File: src/rtl/ex_muldiv_pkg.sv
// Shared types for the EX-stage HI/LO multiply/divide unit: op codes, FSM states and
// the operand width.
package ex_muldiv_pkg;

  localparam int unsigned XLEN  = 32;
  localparam int unsigned CNT_W = 6;

  typedef enum logic [2:0] {
    MD_MULT  = 3'd0,
    MD_MULTU = 3'd1,
    MD_DIV   = 3'd2,
    MD_DIVU  = 3'd3,
    MD_MTHI  = 3'd4,
    MD_MTLO  = 3'd5,
    MD_MFHI  = 3'd6,
    MD_MFLO  = 3'd7
  } md_op_t;

  typedef enum logic [1:0] {
    StIdle,
    StRun,
    StFix,
    StDone
  } md_state_t;

endpackage

File: src/rtl/md_iter_core.sv
// Radix-2 iterative datapath: shift-add multiply and restoring divide on operand
// magnitudes, one bit per run cycle, with the signed result fix-up on the outputs.
module md_iter_core #(
  parameter int unsigned Width = 32,
  parameter int unsigned CntW  = 6
) (
  input  logic             clk_i,
  input  logic             rst_i,
  input  logic             start_i,
  input  logic             run_i,
  input  logic             is_div_i,
  input  logic             is_signed_i,
  input  logic [Width-1:0] a_i,
  input  logic [Width-1:0] b_i,
  output logic             done_o,
  output logic [Width-1:0] res_hi_o,
  output logic [Width-1:0] res_lo_o
);

  logic [2*Width-1:0] acc_q;
  logic [Width-1:0]   opnd_q;
  logic [CntW-1:0]    cnt_q;
  logic               div_q, neg_lo_q, neg_hi_q, bzero_q;

  logic               a_neg, b_neg;
  logic [Width-1:0]   a_abs, b_abs;
  logic [Width:0]     mul_sum, div_shift, div_diff;
  logic [2*Width-1:0] mul_next, div_next, prod;
  logic [Width-1:0]   quo, rem;

  always_comb begin
    a_neg = is_signed_i & a_i[Width-1];
    b_neg = is_signed_i & b_i[Width-1];
    a_abs = a_neg ? -a_i : a_i;
    b_abs = b_neg ? -b_i : b_i;
  end

  // Multiply: acc = {partial product, remaining multiplier bits}, shifted right each step.
  // Divide: acc = {partial remainder, remaining dividend / quotient bits}, shifted left.
  always_comb begin
    mul_sum   = {1'b0, acc_q[2*Width-1:Width]} + (acc_q[0] ? {1'b0, opnd_q} : '0);
    mul_next  = {mul_sum, acc_q[Width-1:1]};
    div_shift = acc_q[2*Width-1:Width-1];
    div_diff  = div_shift - {1'b0, opnd_q};
    div_next  = div_diff[Width] ? {div_shift[Width-1:0], acc_q[Width-2:0], 1'b0}
                                : {div_diff[Width-1:0], acc_q[Width-2:0], 1'b1};
  end

  assign done_o = run_i && (cnt_q == CntW'(Width - 1));

  always_ff @(posedge clk_i) begin
    if (rst_i) begin
      acc_q    <= '0;
      opnd_q   <= '0;
      cnt_q    <= '0;
      div_q    <= 1'b0;
      neg_lo_q <= 1'b0;
      neg_hi_q <= 1'b0;
      bzero_q  <= 1'b0;
    end else if (start_i) begin
      acc_q    <= {{Width{1'b0}}, (is_div_i ? a_abs : b_abs)};
      opnd_q   <= is_div_i ? b_abs : a_abs;
      cnt_q    <= '0;
      div_q    <= is_div_i;
      neg_lo_q <= a_neg ^ b_neg;
      neg_hi_q <= a_neg;
      bzero_q  <= (b_i == '0);
    end else if (run_i) begin
      acc_q <= div_q ? div_next : mul_next;
      cnt_q <= done_o ? '0 : cnt_q + CntW'(1);
    end
  end

  // Divide by zero leaves rem = |dividend|; re-applying the dividend sign restores rs.
  always_comb begin
    prod = neg_lo_q ? -acc_q : acc_q;
    quo  = acc_q[Width-1:0];
    rem  = acc_q[2*Width-1:Width];
    if (div_q) begin
      res_lo_o = bzero_q ? '1 : (neg_lo_q ? -quo : quo);
      res_hi_o = neg_hi_q ? -rem : rem;
    end else begin
      res_lo_o = prod[Width-1:0];
      res_hi_o = prod[2*Width-1:Width];
    end
  end

endmodule

File: src/rtl/ex_muldiv.sv
// EX-stage HI/LO unit: owns HI/LO, sequences iterative MULT/DIV and raises the EX stall.
// Optional MULDIV_FAST_MUL_EN: single-cycle combinational multiply, no stall.
module ex_muldiv #(
  parameter int unsigned XLEN  = ex_muldiv_pkg::XLEN,
  parameter int unsigned CNT_W = ex_muldiv_pkg::CNT_W
) (
  input  logic            clk,
  input  logic            rst,
  input  logic            op_valid,
  input  logic [2:0]      op,
  input  logic [XLEN-1:0] rs_data,
  input  logic [XLEN-1:0] rt_data,
  input  logic            flush,
  output logic            stall_o,
  output logic [XLEN-1:0] hi_o,
  output logic [XLEN-1:0] lo_o
);
  import ex_muldiv_pkg::*;

  md_state_t       state_q, state_d;
  md_op_t          op_e;
  logic [XLEN-1:0] hi_q, hi_d, lo_q, lo_d;
  logic            is_mul, is_div, is_signed, start_iter;
  logic            core_start, core_run, core_done;
  logic [XLEN-1:0] core_hi, core_lo;

  assign op_e      = md_op_t'(op);
  assign is_mul    = (op_e == MD_MULT) || (op_e == MD_MULTU);
  assign is_div    = (op_e == MD_DIV) || (op_e == MD_DIVU);
  assign is_signed = (op_e == MD_MULT) || (op_e == MD_DIV);

`ifdef MULDIV_FAST_MUL_EN
  logic [2*XLEN-1:0] fast_a, fast_b, fast_prod;

  always_comb begin
    fast_a    = {{XLEN{is_signed & rs_data[XLEN-1]}}, rs_data};
    fast_b    = {{XLEN{is_signed & rt_data[XLEN-1]}}, rt_data};
    fast_prod = fast_a * fast_b;
  end

  assign start_iter = op_valid && is_div;
`else
  assign start_iter = op_valid && (is_mul || is_div);
`endif

  md_iter_core #(
    .Width (XLEN),
    .CntW  (CNT_W)
  ) u_core (
    .clk_i       (clk),
    .rst_i       (rst),
    .start_i     (core_start),
    .run_i       (core_run),
    .is_div_i    (is_div),
    .is_signed_i (is_signed),
    .a_i         (rs_data),
    .b_i         (rt_data),
    .done_o      (core_done),
    .res_hi_o    (core_hi),
    .res_lo_o    (core_lo)
  );

  always_comb begin
    state_d    = state_q;
    stall_o    = 1'b0;
    core_start = 1'b0;
    core_run   = 1'b0;
    hi_d       = hi_q;
    lo_d       = lo_q;
    unique case (state_q)
      StIdle: begin
        if (start_iter) begin
          stall_o    = 1'b1;
          core_start = 1'b1;
          state_d    = StRun;
        end else if (op_valid && op_e == MD_MTHI) begin
          hi_d = rs_data;
        end else if (op_valid && op_e == MD_MTLO) begin
          lo_d = rs_data;
`ifdef MULDIV_FAST_MUL_EN
        end else if (op_valid && is_mul) begin
          hi_d = fast_prod[2*XLEN-1:XLEN];
          lo_d = fast_prod[XLEN-1:0];
`endif
        end
      end
      StRun: begin
        stall_o  = 1'b1;
        core_run = 1'b1;
        if (core_done) state_d = StFix;
      end
      StFix: begin
        stall_o = 1'b1;
        hi_d    = core_hi;
        lo_d    = core_lo;
        state_d = StDone;
      end
      // The held op_valid here belongs to the retiring instruction.
      StDone: state_d = StIdle;
    endcase
    if (flush) begin
      state_d    = StIdle;
      stall_o    = 1'b0;
      core_start = 1'b0;
      core_run   = 1'b0;
      hi_d       = hi_q;
      lo_d       = lo_q;
    end
  end

  always_ff @(posedge clk) begin
    if (rst) begin
      state_q <= StIdle;
      hi_q    <= '0;
      lo_q    <= '0;
    end else begin
      state_q <= state_d;
      hi_q    <= hi_d;
      lo_q    <= lo_d;
    end
  end

  assign hi_o = hi_q;
  assign lo_o = lo_q;

endmodule

File: config.mk
export PLATFORM = sky130hd
export DESIGN_NAME = ex_muldiv
export DESIGN_NICKNAME = d
export VERILOG_FILES = /design/src/rtl/ex_muldiv_pkg.sv /design/src/rtl/md_iter_core.sv /design/src/rtl/ex_muldiv.sv
export SDC_FILE = /design/constraint.sdc
export NUM_CORES = 1
export LEC_CHECK = 0
export BUFFER_PORTS_ARGS = -buffer_cell sky130_fd_sc_hd__buf_2
export CAP_MARGIN = 20
export CORE_MARGIN = 2
export CORE_UTILIZATION = 52
export CTS_CLUSTER_SIZE = 8
export DETAILED_ROUTE_END_ITERATION = 12
export GPL_TIMING_DRIVEN = 1
export MAX_ROUTING_LAYER = met4
export PLACE_DENSITY = 0.71
export SLEW_MARGIN = 20
export SYNTH_ARGS = -nofsm -noshare
export SYNTH_HDL_FRONTEND = slang
export SYNTH_HIERARCHICAL = 1
export SYNTH_SLANG_ARGS = --single-unit
File: constraint.sdc
create_clock -name clk -period 4.07 [get_ports clk]
set_input_delay 0.814 -clock clk [delete_from_list [all_inputs] [get_ports clk]]
set_output_delay 0.814 -clock clk [all_outputs]
set_load 0.05 [all_outputs]
---- Word-level counts from Yosys, hierarchy flattened ----
Index checks and enable logic that the tools add are counted.
W data, S select, Z words.
cells by class
  add/sub/neg operators ................... 8
  equality and inequality tests ........... 15
  muxes and demuxes ....................... 33
  bitwise gates (word level) .............. 4
  reduce and logical (&&, ||, !) cells .... 19
operators by type and width
  kind                   count
  $mux W32               17
  $mux W64               3
  $neg A32 Y32           4
  $pmux W32 S2           2
  $neg A64 Y64           1
  $add A32 B32 Y33       1
  $sub A33 B32 Y33       1
  $logic_not A32 Y1      1
  $ne A2 B2 Y1 const B   5
  $pmux W2 S4            1
  $add A6 B1 Y6 const B  1
  $eq A3 B2 Y1 const B   2
  $eq A3 B3 Y1 const B   2
  $eq A6 B5 Y1 const B   1
  $mux W1                6
  $mux W6                1
  $reduce_or A2 Y1       3
  $reduce_and A5 Y1      1
  $eq A2 B2 Y1 const B   2
  $logic_and A1 B1 Y1    4
  $logic_or A1 B1 Y1     4
  $mux W2                2
  $reduce_and A4 Y1      1
  $reduce_bool A2 Y1     2
  10 further kinds       11
storage, ports and cells
  register bits after elaboration ......... 172
  input port bits ......................... 71
  output and inout port bits .............. 65
  word-level logic and storage cells ...... 90

---- Depth between registers and ports, before layout ----
  depth after elaboration ................. 8
  gate-level depth with buffers ........... 15
  mapped depth without buffers ............ 14

---- Hierarchy ----
The synthesis kept the hierarchy.
modules (own cells, without submodules)
  module        instances  cells an instance  area each (µm²)  sequential area each (µm²)
  md_iter_core  1          1704               11931.4          2122.0
  ex_muldiv     1          346                3241.9           1321.3

---- Worst setup path before layout ----
No wires, ideal clock.
  kind .................................... reg-to-reg
  start ................................... register u_core.acc_q[31]
  end ..................................... register u_core.acc_q[53]
  library setup time ...................... 0.133 ns
  data arrival time ....................... 3.335 ns
  data required time ...................... 3.937 ns
  setup slack ............................. 0.602 ns
  cell stages (with the launch flop) ...... 15
  path buffers ............................ 2
  clock period less this slack ............ 3.468 ns
  path through ............................ dfxtp_1 -> inv_1 -> ha_1 -> fa_1 -> nor2b_1 -> o31a_1 -> o2111ai_1 -> nand3_1 -> a21oi_1 -> o31ai_1 -> xor2_1 -> clkbuf_1 -> clkbuf_1 -> mux2i_1 -> a21oi_1
between the ends
  word-level cells in the longest chain between the ends .. 3
RTL lines
  what                    RTL line            source
  start, declared         md_iter_core.sv:20  logic [2*Width-1:0] acc_q;
  start signal, assigned  md_iter_core.sv:61  acc_q <= {{Width{1'b0}}, (is_div_i ? a_abs : b_abs)};
  start signal, assigned  md_iter_core.sv:69  acc_q <= div_q ? div_next : mul_next;
  $sub A33 B32 Y33        md_iter_core.sv:44  div_diff = div_shift - {1'b0, opnd_q};
  $mux W64                md_iter_core.sv:45  div_next = div_diff[Width] ? {div_shift[Width-1:0], acc_q[Width-2:0], 1'b0}
  $mux W64                md_iter_core.sv:69
Every way passes these cells.
A chain may end at the register's enable or synchronous reset.

---- Worst setup path after layout ----
  start ................................... register u_core.acc_q[6]
  end ..................................... register hi_q[30] (netlist: hi_o[30])
between the ends
  word-level cells in the longest chain between the ends .. 4
RTL lines
  what                   RTL line            source
  $neg A64 Y64           md_iter_core.sv:76  prod = neg_lo_q ? -acc_q : acc_q;
  $mux W64               md_iter_core.sv:76
  $mux W32               md_iter_core.sv:79  if (div_q) begin
  named net core_hi[30]  ex_muldiv.sv:25     logic [XLEN-1:0] core_hi, core_lo;
  $pmux W32 S2           ex_muldiv.sv:70     unique case (state_q)
  end signal, assigned   ex_muldiv.sv:118    hi_q <= hi_d;
  end, declared          ex_muldiv.sv:22     logic [XLEN-1:0] hi_q, hi_d, lo_q, lo_d;
The timed path passes the listed nets, and every way through them passes these cells.

==> results.toml <==
[die]
io_pins = 136
die_w_microns = 174.8
core_sq_um = 28700
fp-row-count = 62
dieArea_sq_um = 30560
die_y_microns = 174.8
start_util = 0.5286

[synth]
synth_top_area_cell = "dfxtp_1"
synth_top_family_by_area = "compound AO/OA/AOI/OAI gates"
synth-compound-area-share = 0.2800
syn_avg_cell_area_sq_um = 7.402
synth-main-ff-cell = "dfxtp_1"
synth_top_area_frac = 0.2269
ys_ff_latch = 172
synth_cell_type_count = 72
synthMuxAreaShare = 0.06531
synthCells = 2050
synthSimpleGateAreaFrac = 0.2103
netlist_area_sq_um = 15170
synth_xor_xnor_area_share = 0.1010
synth-adder-area-share = 0.06283
yosysSeqAreaShare = 0.2269
yosysWarnings = 6
synth_edf_count = 0
synth_area_leaders = "dfxtp_1 (23%), a21oi_1 (7.7%), nor2_1 (7.4%)"
synthesis.nets = 2196
async_flop_share = 0

[finish]
fill_cells = 2741
regArea_sq_um = 3448
drive_above_1_share = 0.1522
syn2layout_area_growth_pct = 11.22
n_antenna_cell = 0
final_cell_mix = "nor2_1 (299), a21oi_1 (232), dfxtp_1 (170)"
layout_commonest_cell = "nor2_1"
multi_input_area_sq_um = 10960
num-nets-final = 2276

[min_path]
hold_path.class = "reg2reg"
holdPathStages = 2
worstHoldStart = "u_core/opnd_q[25]"
min_to = "u_core/opnd_q[25]"

[setup_path]
r2r-end = "hi_o[30]"
rrSetupSlack_ns = 0.25
worstPathCellList = "or3_4 -> or4_4 -> or4_4 -> nand2b_4 -> or3_4 -> o21a_1 -> or3_1 -> a21oi_1 -> a21oi_1 -> xor2_1 -> a21oi_1 -> a211oi_2"
critPathSlowestCell = "or4_4"
cp_num_buf_inv = 0
cp_max_fo = 7
crit_path_frequent_cell = "a21oi_1"
cp-start-kind = "register"
path_class = "reg2reg"
worstPathArrival_ns = 4.10
reg2reg_from = "u_core/acc_q[6]"
crit_required_ns = 4.35
critPathMaxStageDelay_ns = 0.49
crit_family = "simple AND/OR/NAND/NOR gates"
end_kind = "register"
reg2reg_depth = 12

[detailed_routing]
avgViaCountPerCell = 6.210
drt_first_pass_iters = 9
routed_wl_microns = 54430
wl_per_cell_microns = 21.55
vias = 15690
post-route-drc-count = 0
postRouteAntennaNets = 0
drtIter0Drc = 1522

[pwr]
leakagePower_nw = 6.946
peakVddDrop_mv = 0.2539
cellPowerDensity_nw_per_um2 = 313.3

[sta]
fin_crit_sh = 0.9393
fmax_mhz = 261.6
worst_slew_pin_slew_ns = 1.070
fin_tns_setup_ns = 0
rsz0062_at_grt = "no"
finalMaxSlewViolations = 0
finalHoldWorstSlack_ns = 0.4869
clock_skew_ns = 0.01770
hold_viol = 0
setup_viol = 0
period_needed_ns = 3.823
slew_headroom = 0.2870

[global_routing]
grt_pass1_wl_microns = 82990
grt_pass1_vias = 14420
grt_util_all_layers = 0.3590
antenna_found_initial = 0
grt_max_degree = 94
overflow = 0

[clock_network]
numCtsBuffers = 17
clockBufferDepth = 2
clkSinkCount = 172
clkTransAtPathRegs_ns = 0.08
postCtsSetupRepairBufs = 0
cts_root_buf = "clkbuf_16"
htree_levels = 4
cts_tree = "built"
clk_latency_ns = 0.44

[placed_design]
io_buffers = 135
post-dp-hpwl_microns = 42290
gp_congestion = 0.9791

[job]
drv_cap = 0

[run_status]
status = "finished clean"
-- metal layers --
metal  share of wire  wire length [microns]  global-route usage  vias up
met5               0                      0                   -        -
met4           0.049                   2642              0.1503        0
met3           0.073                   3999             0.04743      123
met2            0.46                  24890              0.5774      698
met1            0.42                  22900              0.4541     7395
li1                -                      -                   -     7471
-- per-stage QoR --
stage	instances	total power [mW]	util	setup WS (ns)	cell area, sq um
floorplan	2050	3.019	-	0.6018	15170
global placement	2495	3.486	0.5667	0.3214	16270
detailed placement	2495	3.503	0.5667	0.2732	16270
CTS	2526	5.277	0.5879	0.2674	16870
global route	2526	5.510	0.5880	0.03063	16880
finish	2526	5.287	0.5880	0.2471	16880
-- synthesized netlist by cell type, types with 56 or more instances --
library cell    n
clkbuf_1       92
dfxtp_1       172
xor2_1        100
inv_1          63
mux2i_1        81
a21oi_1       232
nand2_1       153
xnor2_1        75
nor2_1        299
o21ai_0       138
a211oi_2       56
ha_1           73
-- power breakdown --
group | internal (mW) | total (mW) | switching [mW]
Sequential | 1.76 | 1.84 | 0.0845
Combinational | 0.602 | 1.67 | 1.06
Clock | 0.983 | 1.78 | 0.796
Total | 3.34 | 5.29 | 1.94
-- sequential cells by signal, indices dropped and copies added (netlist names) --
signal	flops
u_core/cnt_q	6
u_core/acc_q	64
hi_o	32
u_core/bzero_q	1
state_q	2
lo_o	32
u_core/opnd_q	32
u_core/neg_lo_q	1
u_core/neg_hi_q	1
u_core/div_q	1
-- layout make-up --
type,count,share of cell area
multi-input combinational,1683,0.6493
sequential,172,0.2043
timing repair buffer,191,0.06732
clock buffer,18,0.02543
tap,384,0.02847
inverter,65,0.01446
clock inverter,13,0.01068
-- how the worst max path moves through the flow --
| stage | cells after the start | slack, ns | from | end |
|---|---|---|---|---|
| after floorplan | 14 | 0.60 | u_core/acc_q[31] | u_core/acc_q[53] |
| after global placement | 15 | 0.32 | u_core/acc_q[31] | u_core/acc_q[55] |
| after detailed placement | 16 | 0.27 | u_core/acc_q[31] | u_core/acc_q[34] |
| after CTS | 16 | 0.27 | u_core/acc_q[31] | u_core/acc_q[34] |
| after global routing | 13 | 0.03 | u_core/acc_q[6] | hi_o[11] |
| final | 12 | 0.25 | u_core/acc_q[6] | hi_o[30] |
-- kinds of logic after synthesis --
kind of cell,Yosys count
and+or+nand+nor,691
DFF,172
muxes,97
AOI/OAI and AO/OA,645
buffers and inverters,195
adders and majority gates,75
xor gates and xnor gates,175
-- worst min-delay path, cell delays in order (launching register included) --
cell and delay [ns]:
dfxtp_1 0.31, nand2b_1 0.06, o22ai_1 0.06
-- timing repair --
action / 4_1_cts / 5_1_grt
gates resized for setup: 0 / 2
hold buffers: 0 / 0
setup endpoints to repair: 0 / 4
Power figures use the tool's default switching activity.
